### src/rtl/tetris_move_scheduler.sv
// tetris_move_scheduler
// Turns button edges and a gravity timer into a serialized stream of playfield
// commands over a valid/ready handshake, waits for each command's done/ok, and
// handles locking, respawn and game over.
//
// Ports:
//   clk, rst              clock; synchronous active-high reset
//   start                 game-enable switch (level)
//   btn_left/right/rot/drop  synchronized button levels, active-high
//   cmd_valid, cmd_op     command offer (0 CLEAR,1 SPAWN,2 LEFT,3 RIGHT,4 ROT,5 DOWN,6 LOCK)
//   cmd_ready             datapath accepts the offered command
//   cmd_done, cmd_ok      one-cycle completion pulse and its legality result
//   playing, game_over    game status
//   pieces                number of completed LOCK commands (wraps)
module tetris_move_scheduler #(
  parameter int unsigned TICK_DIV = 25_000_000,
  parameter int unsigned TICK_W   = 25
) (
  input  logic        clk,
  input  logic        rst,
  input  logic        start,
  input  logic        btn_left,
  input  logic        btn_right,
  input  logic        btn_rot,
  input  logic        btn_drop,
  output logic        cmd_valid,
  output logic [2:0]  cmd_op,
  input  logic        cmd_ready,
  input  logic        cmd_done,
  input  logic        cmd_ok,
  output logic        playing,
  output logic        game_over,
  output logic [15:0] pieces
);

  localparam logic [2:0] OpClear = 3'd0;
  localparam logic [2:0] OpSpawn = 3'd1;
  localparam logic [2:0] OpLeft  = 3'd2;
  localparam logic [2:0] OpRight = 3'd3;
  localparam logic [2:0] OpRot   = 3'd4;
  localparam logic [2:0] OpDown  = 3'd5;
  localparam logic [2:0] OpLock  = 3'd6;

  // Pending bit indices
  localparam int PDown  = 0;
  localparam int PRight = 1;
  localparam int PLeft  = 2;
  localparam int PRot   = 3;

  typedef enum logic [2:0] {
    StIdle, StClear, StSpawn, StReady, StIssue, StWait, StLock, StOver
  } state_t;

  state_t            state_q, state_d;
  logic [2:0]        op_q, op_d;
  logic              valid_q, playing_q, over_q;
  logic [15:0]       pieces_q, pieces_d;
  logic [3:0]        prev_q;
  logic [3:0]        pend_q, pend_d;
  logic [TICK_W-1:0] tick_cnt_q, tick_cnt_d;

  logic [3:0] pend_clr;
  logic       pend_clr_all;
  logic       spawn_ok;
  logic       tick;
  logic [3:0] btns;
  logic [3:0] rise;

  assign btns = {btn_rot, btn_left, btn_right, btn_drop};
  assign rise = btns & ~prev_q;

  // Next-state decision. CLEAR/SPAWN/LOCK are single decision cycles that latch
  // their op and reuse ISSUE/WAIT; WAIT dispatches on the latched op.
  always_comb begin
    state_d      = state_q;
    op_d         = op_q;
    pend_clr     = 4'b0000;
    pend_clr_all = 1'b0;
    pieces_d     = pieces_q;
    spawn_ok     = 1'b0;
    case (state_q)
      StIdle: begin
        if (start) state_d = StClear;
      end
      StClear: begin
        if (!start) begin
          state_d = StIdle;
        end else begin
          op_d         = OpClear;
          pend_clr_all = 1'b1;
          state_d      = StIssue;
        end
      end
      StSpawn: begin
        if (!start) begin
          state_d = StIdle;
        end else begin
          op_d    = OpSpawn;
          state_d = StIssue;
        end
      end
      StLock: begin
        if (!start) begin
          state_d = StIdle;
        end else begin
          op_d    = OpLock;
          state_d = StIssue;
        end
      end
      StReady: begin
        if (!start) begin
          state_d = StIdle;
        end else if (pend_q[PRot]) begin
          op_d = OpRot;   pend_clr[PRot]   = 1'b1; state_d = StIssue;
        end else if (pend_q[PLeft]) begin
          op_d = OpLeft;  pend_clr[PLeft]  = 1'b1; state_d = StIssue;
        end else if (pend_q[PRight]) begin
          op_d = OpRight; pend_clr[PRight] = 1'b1; state_d = StIssue;
        end else if (pend_q[PDown]) begin
          op_d = OpDown;  pend_clr[PDown]  = 1'b1; state_d = StIssue;
        end
      end
      StIssue: begin
        if (cmd_ready) state_d = StWait;
      end
      StWait: begin
        if (cmd_done) begin
          case (op_q)
            OpClear: state_d = StSpawn;
            OpSpawn: begin
              spawn_ok = cmd_ok;
              state_d  = cmd_ok ? StReady : StOver;
            end
            OpLock: begin
              pieces_d     = pieces_q + 16'd1;
              pend_clr_all = 1'b1;
              state_d      = StSpawn;
            end
            OpDown:  state_d = cmd_ok ? StReady : StLock;
            default: state_d = StReady;
          endcase
          // Game disabled mid-command: stop after this completion.
          if (!start && state_d != StOver) state_d = StIdle;
        end
      end
      StOver: begin
        if (!start) state_d = StIdle;
      end
      default: state_d = StIdle;
    endcase
  end

  // Gravity: counts only in READY/ISSUE/WAIT; a successful spawn restarts it.
  always_comb begin
    tick       = 1'b0;
    tick_cnt_d = tick_cnt_q;
    if (spawn_ok) begin
      tick_cnt_d = '0;
    end else if (state_q == StReady || state_q == StIssue || state_q == StWait) begin
      if (tick_cnt_q == TICK_W'(TICK_DIV - 1)) begin
        tick_cnt_d = '0;
        tick       = 1'b1;
      end else begin
        tick_cnt_d = tick_cnt_q + 1'b1;
      end
    end
  end

  // Set wins over clear; edges are only captured during play.
  always_comb begin
    pend_d = (pend_q & ~pend_clr & ~{4{pend_clr_all}})
           | (playing_q ? rise : 4'b0000)
           | {3'b000, tick};
  end

  always_ff @(posedge clk) begin
    if (rst) begin
      state_q    <= StIdle;
      op_q       <= OpClear;
      valid_q    <= 1'b0;
      playing_q  <= 1'b0;
      over_q     <= 1'b0;
      pieces_q   <= 16'd0;
      prev_q     <= 4'b0000;
      pend_q     <= 4'b0000;
      tick_cnt_q <= '0;
    end else begin
      state_q    <= state_d;
      op_q       <= op_d;
      valid_q    <= (state_d == StIssue);
      playing_q  <= !(state_d == StIdle || state_d == StOver);
      over_q     <= (state_d == StOver);
      pieces_q   <= pieces_d;
      prev_q     <= btns;
      pend_q     <= pend_d;
      tick_cnt_q <= tick_cnt_d;
    end
  end

  assign cmd_valid = valid_q;
  assign cmd_op    = op_q;
  assign playing   = playing_q;
  assign game_over = over_q;
  assign pieces    = pieces_q;

endmodule
### config.mk
export PLATFORM = sky130hd
export DESIGN_NAME = tetris_move_scheduler
export DESIGN_NICKNAME = d
export VERILOG_FILES = /design/src/rtl/tetris_move_scheduler.sv
export SDC_FILE = /design/constraint.sdc
export NUM_CORES = 1
export LEC_CHECK = 0
export CAP_MARGIN = 20
export CORE_UTILIZATION = 50
export DETAILED_ROUTE_END_ITERATION = 10
export PLACE_DENSITY = 0.76
export SLEW_MARGIN = 20
export SYNTH_ARGS = -nofsm -noshare
export SYNTH_HDL_FRONTEND = slang
export SYNTH_SLANG_ARGS = --single-unit
### constraint.sdc
create_clock -name clk -period 1.6 [get_ports clk]
set_input_delay 0.24 -clock clk [delete_from_list [all_inputs] [get_ports clk]]
set_output_delay 0.24 -clock clk [all_outputs]
set_load 0.02 [all_outputs]
==> metrics.txt, run 1 <==
Root Driver=clkbuf_8; WHS=0.487 ns; Netlist cell types=52; worst endpoint required time=1.86 ns; synth top area cells=dfxtp_1 (41%), xnor2_1 (8.4%), nor2_1 (6.1%); Final ANT Viol Nets=0; synthesized cell area=2830 µm²; RSZ-0062 raised after global routing=true; CP max FO=4; hold endpoint=pend_q[3]$_SDFF_PP0_; Pwr per Cell Area=823 nW/µm²; Period minus WS final=1.64 ns; setup tns final=-0.0640 ns; Yosys top cell by area=dfxtp_1; initial antenna violation count=0; Setup crit start kind=flop; chip width=77.2 µm; global-route wire length before repair=11.4 mm; Setup CP Type=flop to flop; largest net degree at the start of global routing=24; Layout area overhead=42.5%; post-route insts no fill=~490; total die area=5960 µm²; commonest non-fill, non-tap cell in the layout=buf_4; hold path start=btn_rot; PortBufs=31; GP Congestion=0.863; clk_skew=0.0119 ns; Worst EP arrival=approximately 1.9 ns; Post-synth ARST share=0%; Worst setup EP type=flop; DPL Wire Length=4.50 mm; violated checks=setup timing; Skew-Pair Late Insertion Delay=0.35 ns; Routed wire per std cell=15.6 µm; starting density of the core=51.6%; max-slew violations=0; Leak=approximately 0.0017 µW; share of layout cells above drive strength 1=31.2%; clock tree from TritonCTS=done; Max clock buf depth=2; worst r2r src=cmd_op[2]$_SDFFE_PP0P_; placed insts=466; die height=77.2 µm; cell count after synthesis=321; n_diodes=0; post-synth top area share=41.1%; final core occ=between 70 and 80%; final number of setup-violating endpoints=5; status=complete, but fails checks; Hold Buf Count CTS=0; post-synthesis sequential area ratio=roughly two fifths; Yosys reg bits=58; Filler cells=about 410; number of flops mapped to enable cells by yosys=0; RR Endpoint=playing$_SDFF_PP0_; Register Area=1180 µm²; most frequent cells in the layout=buf_4 (52), dfxtp_1 (48), nor2_1 (45), xnor2_1 (27), nand2_1 (23); actual slew at the worst max-slew pin=between 0.4 and 0.5 ns; reg2reg path depth=6; worst min path class=input pin to flop; nets=420; first-pass detailed-route iteration total=4; drt first-iter violations=~160; DRC viols=0; core outline area=roughly 5500 µm²; hold path depth=3; Top Ports=32; dominant synthesized flop cell=dfxtp_1; Vias=about 2,700; Row Count=27; Yosys warnings=0; grt total ovfl=0; syn avg cell area=8.81 µm²; final worst-path cycle share=102%; via density per instance=5.54; Multi-input gate area=1740 µm²; clock-pin slew on the worst setup and hold paths=approximately 0.070 ns; Max VDD drop=0.576 mV; setup slack after layout=-0.0358 ns; final hold vios=0; gr usage total=24.4%; Max-Cap Viols=0; H-tree Lvls=3; syn nets=333; CTS Sinks=58; cts bufs inserted=9; drt total wl=7.58 mm; number of global-route vias before repair=about 2,500; Worst slew margin=71.5%; worst reg-to-reg setup slack=-0.04 ns; f_max=a little over 600 MHz
[cell families (layout without fill, tap and decap cells)]
kind of cell | after synthesis | count (layout) | synth area share [%]
adders and majority gates | 2 | 2 | 0.885
AOI/OAI and AO/OA | 32 | 32 | 8.54
and+or+nand+nor | 167 | 167 | 32.4
buffers and inverters | 22 | 114 | 4.60
muxes | 2 | 2 | 0.708
DFF | 58 | 58 | 41.1
xor gates and xnor gates | 38 | 38 | 11.8
[area by class of cell]
type                            instances  area share, %
Multi-Input combinational cell        241           43.1
Sequential cell                        58           29.3
Timing Repair Buffer                   88           19.0
Clock buffer                           11           3.51
Tap cell                               72           2.24
Clock inverter                          5           1.93
Inverter                               10          0.932
[metal layers]
metal / up-vias / GRT usage (%) / part of all wire [%]
met4: 0 / 13.6 / 2.8
met5: - / 0 / 0
met2: 90 / 40.5 / 49
li1: 1285 / - / -
met3: 21 / 4.17 / 4.8
met1: 1290 / 29.6 / 43
[flip-flops by register name, summed over array words and instances, names as in the netlist]
name,count
state_q,3
cmd_op,3
pend_q,4
game_over,1
playing,1
cmd_valid,1
tick_cnt_q,25
prev_q,4
pieces,16
[synthesized netlist by cell type, types with 2 or more instances]
master and count:
buf_6 6, nand4_1 12, nor2_1 46, dfxtp_1 58
or3_1 2, nand2b_1 4, ha_1 2, a211o_1 2
nor4bb_1 2, a21o_1 3, and2_1 6, xnor2_1 27
a31oi_1 2, nor2_2 10, nand3b_1 6, nor4_1 8
mux2i_1 2, nor2b_1 7, nor3_1 13, o21ai_0 7
inv_1 10, and3_1 6, and4_1 2, clkbuf_1 4
nand2_1 23, xor2_1 11, nand3_1 9, buf_2 2
a21oi_1 5, a211oi_1 2
[how the worst max path moves through the flow]
stage / slack, ns / start / to
final: -0.04 / cmd_op[2]$_SDFFE_PP0P_ / playing$_SDFF_PP0_
after global routing: -0.08 / state_q[2]$_SDFF_PP0_ / tick_cnt_q[23]$_SDFFE_PP0P_
after CTS: -0.02 / tick_cnt_q[8]$_SDFFE_PP0P_ / tick_cnt_q[19]$_SDFFE_PP0P_
after detailed placement: -0.42 / cmd_ok / playing$_SDFF_PP0_
after global placement: -0.33 / cmd_ok / game_over$_SDFF_PP0_
after floorplan: -0.05 / pieces[0]$_SDFFE_PP0P_ / pieces[8]$_SDFFE_PP0P_
[worst max-delay path: stages, from the launching register on]
cell and delay [ns]:
dfxtp_4 0.39, buf_6 0.11, nor2b_4 0.14, o21ai_2 0.06, a311o_1 0.41, and3_4 0.18
a221oi_2 0.26
[metrics by stage]
stage	total power (µW)	setup slack, ns	area (µm²)
final	3320	-0.0358	4030
after global routing	3390	-0.0788	4030
after CTS	3260	-0.0158	3860
after detailed placement	1760	-0.418	3560
after global placement	1760	-0.335	3560
after floorplan	1640	-0.0514	2840
[power by group]
| group | internal [µW] | leakage (µW) | total (µW) | switching (µW) |
|---|---|---|---|---|
| Sequential | 1470 | 0.000475 | 1490 | 24.2 |
| Clock | 914 | 0.000109 | 1540 | 625 |
| Combinational | 143 | 0.00108 | 286 | 143 |
| Total | 2520 | 0.00166 | 3320 | 793 |
[timing repair]
action	in CTS	in global routing
resized for setup	35	38
setup buffers	1	2
endpoints found under the setup margin	45	37
pin swaps	5	7
(Power assumes the default switching activity.)
==> run 2, diff against run 1 <==
Settings changed: HOLD_SLACK_MARGIN set to 0.06, PLACE_DENSITY 0.76 to 0.82.
==> run 2 against run 1 <==
The flow still finishes with violations (setup timing). Count of clock-buffer cells in the layout up 1. First-iteration DRC count up 87%. Global-route usage up 3.0 points. Clock power down 21%. Total power down 8.8%. Maximum frequency down 7.6%. Clock skew up 0.0035 ns. Non-clock buffer count up 10. Worst setup slack worse by 0.13 ns. Hold slack better by 0.010 ns. Largest cell class unchanged.
==> metrics.txt, run 2 (synthesized netlist as in run 1, its figures left out) <==
share of layout cells above drive strength 1=37.0%; Layout area overhead=50.5%; violated checks=setup timing; status=complete, but fails checks; max-slew violations=0; Routed wire per std cell=18.5 µm; Worst slew margin=between 70% and 80%; reg2reg path depth=8; setup tns final=-3.74 ns; H-tree Lvls=3; Skew-Pair Late Insertion Delay=~0.35 ns; Top Ports=32; nets=430; clock-pin slew on the worst setup and hold paths=0.07 ns; Placed Area=3540 µm²; PortBufs=31; clk_skew=around 0.015 ns; gr usage total=27.4%; Vias=around 2,900; starting density of the core=51.6%; Filler cells=323; Setup crit start kind=flop; final worst-path cycle share=111%; WHS=~0.50 ns; n_diodes=0; grt total ovfl=0; first-pass detailed-route iteration total=6; total die area=5960 µm²; Biggest register=tick_cnt_q; commonest non-fill, non-tap cell in the layout=buf_4; Worst EP arrival=2.01 ns; most frequent cells in the layout=buf_4 (51), dfxtp_1 (50), nor2_1 (33), xnor2_1 (25), nand2_1 (21); CTS Sinks=58; worst r2r src=state_q[2]$_SDFF_PP0_; cts bufs inserted=9; Worst setup EP type=flop; Setup CP Type=flop to flop; die height=77.2 µm; drt total wl=9.16 mm; Row Count=27; Root Driver=clkbuf_8; final number of setup-violating endpoints=32; clock tree from TritonCTS=done; f_max=~560 MHz; core outline area=5470 µm²; Max-Cap Viols=0; number of global-route vias before repair=2,750; actual slew at the worst max-slew pin=0.374 ns; via density per instance=5.85; GP Congestion=0.881; RSZ-0062 raised after global routing=true; chip width=77.2 µm; Final ANT Viol Nets=0; hold path start=btn_right; Finished Cell Area=roughly 4300 µm²; Hold Buf Count CTS=0; CP max FO=5; Leak=0.00167 µW; largest net degree at the start of global routing=33; drt first-iter violations=between 200 and 300; worst min path class=input pin to flop; final hold vios=0; Pwr per Cell Area=711 nW/µm²; DPL Wire Length=~4.6 mm; max reg flops=25; Max clock buf depth=2; worst endpoint required time=1.84 ns; Period minus WS final=between 1.5 and 2 ns; hold endpoint=prev_q[1]$_SDFF_PP0_; Max VDD drop=0.537 mV; hold path depth=2; global-route wire length before repair=12.8 mm; worst reg-to-reg setup slack=-0.17 ns; RR Endpoint=tick_cnt_q[13]$_SDFFE_PP0P_; DRC viols=0; setup slack after layout=-0.171 ns; initial antenna violation count=0
==> run 2: how the worst max path moves through the flow <==
stage | from | endpoint | slack [ns] | depth (start not counted)
final | state_q[2]$_SDFF_PP0_ | tick_cnt_q[13]$_SDFFE_PP0P_ | -0.17 | 8
after global routing | state_q[2]$_SDFF_PP0_ | tick_cnt_q[9]$_SDFFE_PP0P_ | -0.24 | 7
after detailed placement | cmd_ok | playing$_SDFF_PP0_ | -0.38 | 7
after CTS | state_q[2]$_SDFF_PP0_ | tick_cnt_q[22]$_SDFFE_PP0P_ | -0.03 | 8
after global placement | cmd_ok | playing$_SDFF_PP0_ | -0.32 | 6
after floorplan | pieces[0]$_SDFFE_PP0P_ | pieces[8]$_SDFFE_PP0P_ | -0.05 | 6
==> run 2: through the flow <==
step | utilization [%] | cells | setup slack [ns] | total power (µW)
CTS | 71.2 | 486 | -0.0285 | 2940
detailed placement | 64.8 | 462 | -0.376 | 1760
global route | 77.7 | 494 | -0.235 | 3110
global placement | 64.8 | 462 | -0.321 | 1750
floorplan | - | 321 | -0.0514 | 1640
finish | 77.7 | 494 | -0.171 | 3020
==> run 2: what timing repair did <==
| action | in CTS | in global routing |
|---|---|---|
| setup endpoints to repair | 45 | 42 |
| gates resized for setup | 41 | 63 |
| hold endpoints to repair | 0 | 0 |
| cloned | 1 | 2 |
| pin swaps | 20 | 22 |
| buffers inserted | 8 | 6 |
==> run 2: layout make-up <==
type | instances | area [µm²] | share of cell area (%)
flip-flops and latches | 58 | 1180 | 27.6
clock inverters | 3 | 15.0 | 0.353
inverters | 10 | 37.5 | 0.882
clock buffers | 12 | 155 | 3.65
well taps | 72 | 90.1 | 2.12
repair buffers | 98 | 930 | 21.9
multi-input cells | 241 | 1850 | 43.5
==> run 2: worst max-delay path: stages, from the launching register on <==
cell       delay [ns]
dfxtp_2          0.36
buf_6            0.10
and2b_4          0.21
o211ai_4         0.12
buf_6            0.14
nor3_2           0.21
or2_4            0.27
clkbuf_16        0.20
nor2_1           0.04
==> run 2: power breakdown <==
| group | switching [µW] | leakage, µW | total [µW] | internal [µW] |
|---|---|---|---|---|
| Clock | 582 | 0.0000920 | 1210 | 630 |
| Sequential | 25.4 | 0.000474 | 1490 | 1470 |
| Combinational | 157 | 0.00111 | 318 | 161 |
==> run 2: per-layer routing <==
| metal | global-route usage (%) | part of all wire, % |
|---|---|---|
| met5 | 0 | 0 |
| met3 | 7.86 | 7.2 |
| met4 | 15.8 | 3.7 |
| met2 | 43.5 | 50 |
| met1 | 32.9 | 39 |
==> run 3, diff against run 2 <==
Settings changed: TNS_END_PERCENT set to 10.
==> run 3 against run 2 <==
The run still ends with setup timing left. Total power is 1.2% higher. Final area decreased by 7.9%. Sequential cell count unchanged. Non-clock buffer count shrank 13. Cell count shrank 2.8%. Worst setup slack improved by 0.10 ns. Via count decreased by 9.1%. Clock skew fell by 0.0065 ns. Hold slack improved by 0.0045 ns. Largest cell class unchanged. Die area is the same. Clock power up 11%.
==> metrics.txt, run 3 (synthesized netlist as in run 1, its figures left out) <==
PortBufs=31; nets=417; drt first-iter violations=154; Root Driver=clkbuf_8; Max VDD drop=0.842 mV; chip width=77.2 µm; first-pass detailed-route iteration total=4; share of layout cells above drive strength 1=29.7%; H-tree Lvls=3; Max-Cap Viols=0; Setup CP Type=flop to flop; Final ANT Viol Nets=0; die height=77.2 µm; drt total wl=6.97 mm; clock tree from TritonCTS=done; DPL Wire Length=4.56 mm; Vias=2,630; initial antenna violation count=0; f_max=between 500 and 600 MHz; largest net degree at the start of global routing=23; met3 WL post-DR=306 µm; worst endpoint required time=1.83 ns; reg2reg path depth=6; max reg flops=25; post-route insts no fill=480; Setup crit start kind=flop; number of global-route vias before repair=about 2,500; Row Count=27; Max clock buf depth=2; core outline area=5470 µm²; Layout area overhead=38.6%; Top Ports=32; commonest non-fill, non-tap cell in the layout=buf_4; critical path cell sequence=and4_4 > buf_6 > nand4_1 > nor4_2 > xnor2_1 > nor2_1; final number of setup-violating endpoints=9; total die area=around 6000 µm²; gr usage total=23.0%; max-slew violations=0; clk_skew=0.00890 ns; RSZ-0062 raised after global routing=true; Crit path depth=6; clock-pin slew on the worst setup and hold paths=0.06 ns; crit-path max cell delay=between 0.4 and 0.5 ns; final hold vios=0; CP max FO=4; placed insts=461; via density per instance=5.48; actual slew at the worst max-slew pin=0.404 ns; Leak=0.00160 µW; Period minus WS final=1.67 ns; worst min path class=input pin to flop; Worst path top cell family by delay=simple AND/OR/NAND/NOR gates; most frequent cells in the layout=buf_4 (51), nor2_1 (46), dfxtp_1 (45), xnor2_1 (27), nand2_1 (23); Skew-Pair Late Insertion Delay=approximately 0.34 ns; cts bufs inserted=9; n_diodes=0; Pwr per Cell Area=781 nW/µm²; Hold Buf Count CTS=0; setup slack at placement=-0.390 ns; Biggest register=tick_cnt_q; global-route wire length before repair=~11 mm; top routing layer used=met4; Buf/Inv on CP=1; WHS=0.502 ns; status=complete, but fails checks; grt total ovfl=0; violated checks=setup timing; Worst slew margin=a little over 70%; M1 WL=3.10 mm; DRC viols=0; setup slack after layout=-0.0704 ns; final worst-path cycle share=104%; Worst setup EP type=flop; GP Congestion=0.898; Routed wire per std cell=between 10 and 15 µm; CTS Sinks=58; Worst EP arrival=1.90 ns; starting density of the core=51.6%; hold path depth=2; Max stage delay cell, worst path=nor4_2; met2 wire len=3.41 mm
==> run 3: cell types whose count changed in the layout (fill, tap and decap cells not counted), sizes merged <==
cell	before	now
buf	65	54
clkbuf	14	11
clkdlybuf4s50	14	12
bufinv	0	1
clkinv	3	2
dlygate4sd2	15	16
dlymetal6s2s	2	3
==> run 3: timing repair <==
item                       4_1_cts  5_1_grt
pin swaps                        3       16
setup endpoints to repair       42       41
buffers inserted                 0        5
resized for setup               24       44
==> run 3: worst reg2reg max path: stages (launching register included) <==
cell	delay (ns)
dfxtp_4	0.38
and4_4	0.24
buf_6	0.11
nand4_1	0.21
nor4_2	0.42
xnor2_1	0.16
nor2_1	0.06
==> run 3: layer usage <==
metal  GRT usage, %  vias to the layer above
li1               -                     1273
met1           29.0                     1266
met2           37.2                       76
met3           5.71                       15
met4           9.43                        0
met5              0                        -
==> run 3: worst paths after layout <==
kind | startpoint | endpoint | slack [ns]
setup / recovery | tick_cnt_q[8]$_SDFFE_PP0P_ | tick_cnt_q[17]$_SDFFE_PP0P_ | -0.07
hold / removal | btn_right | prev_q[1]$_SDFF_PP0_ | 0.50
setup reg to reg | tick_cnt_q[8]$_SDFFE_PP0P_ | tick_cnt_q[17]$_SDFFE_PP0P_ | -0.07
hold reg to reg | pieces[15]$_SDFFE_PP0P_ | pieces[15]$_SDFFE_PP0P_ | 0.50
==> run 3: area by class of cell <==
class | count | area [µm²]
Tap cell | 72 | 90.1
Fill cell | 389 | 1550
Clock buffer | 11 | 151
Timing Repair Buffer | 85 | 714
Sequential cell | 58 | 1190
Clock inverter | 3 | 40.0
Multi-Input combinational cell | 241 | 1690
Inverter | 10 | 37.5
==> run 3: metrics by stage <==
stage / instance area (µm²) / power, µW / setup TNS [ns] / utilization [%]
final: 3920 / 3060 / -0.334 / 71.6
after CTS: 3710 / 3070 / -0.808 / 67.8
after global routing: 3920 / 3170 / -1.92 / 71.6
after detailed placement: 3510 / 1750 / -10.33 / 64.1
after global placement: 3510 / 1740 / -8.49 / 64.1
after floorplan: 2830 / 1640 / -0.105 / -
==> run 3: report_power, final <==
| group | internal [µW] | switching, µW | total (µW) | leakage, µW |
|---|---|---|---|---|
| Combinational | 116 | 121 | 237 | 0.00102 |
| Clock | 781 | 557 | 1340 | 0.000101 |
| Sequential | 1460 | 25.0 | 1490 | 0.000478 |
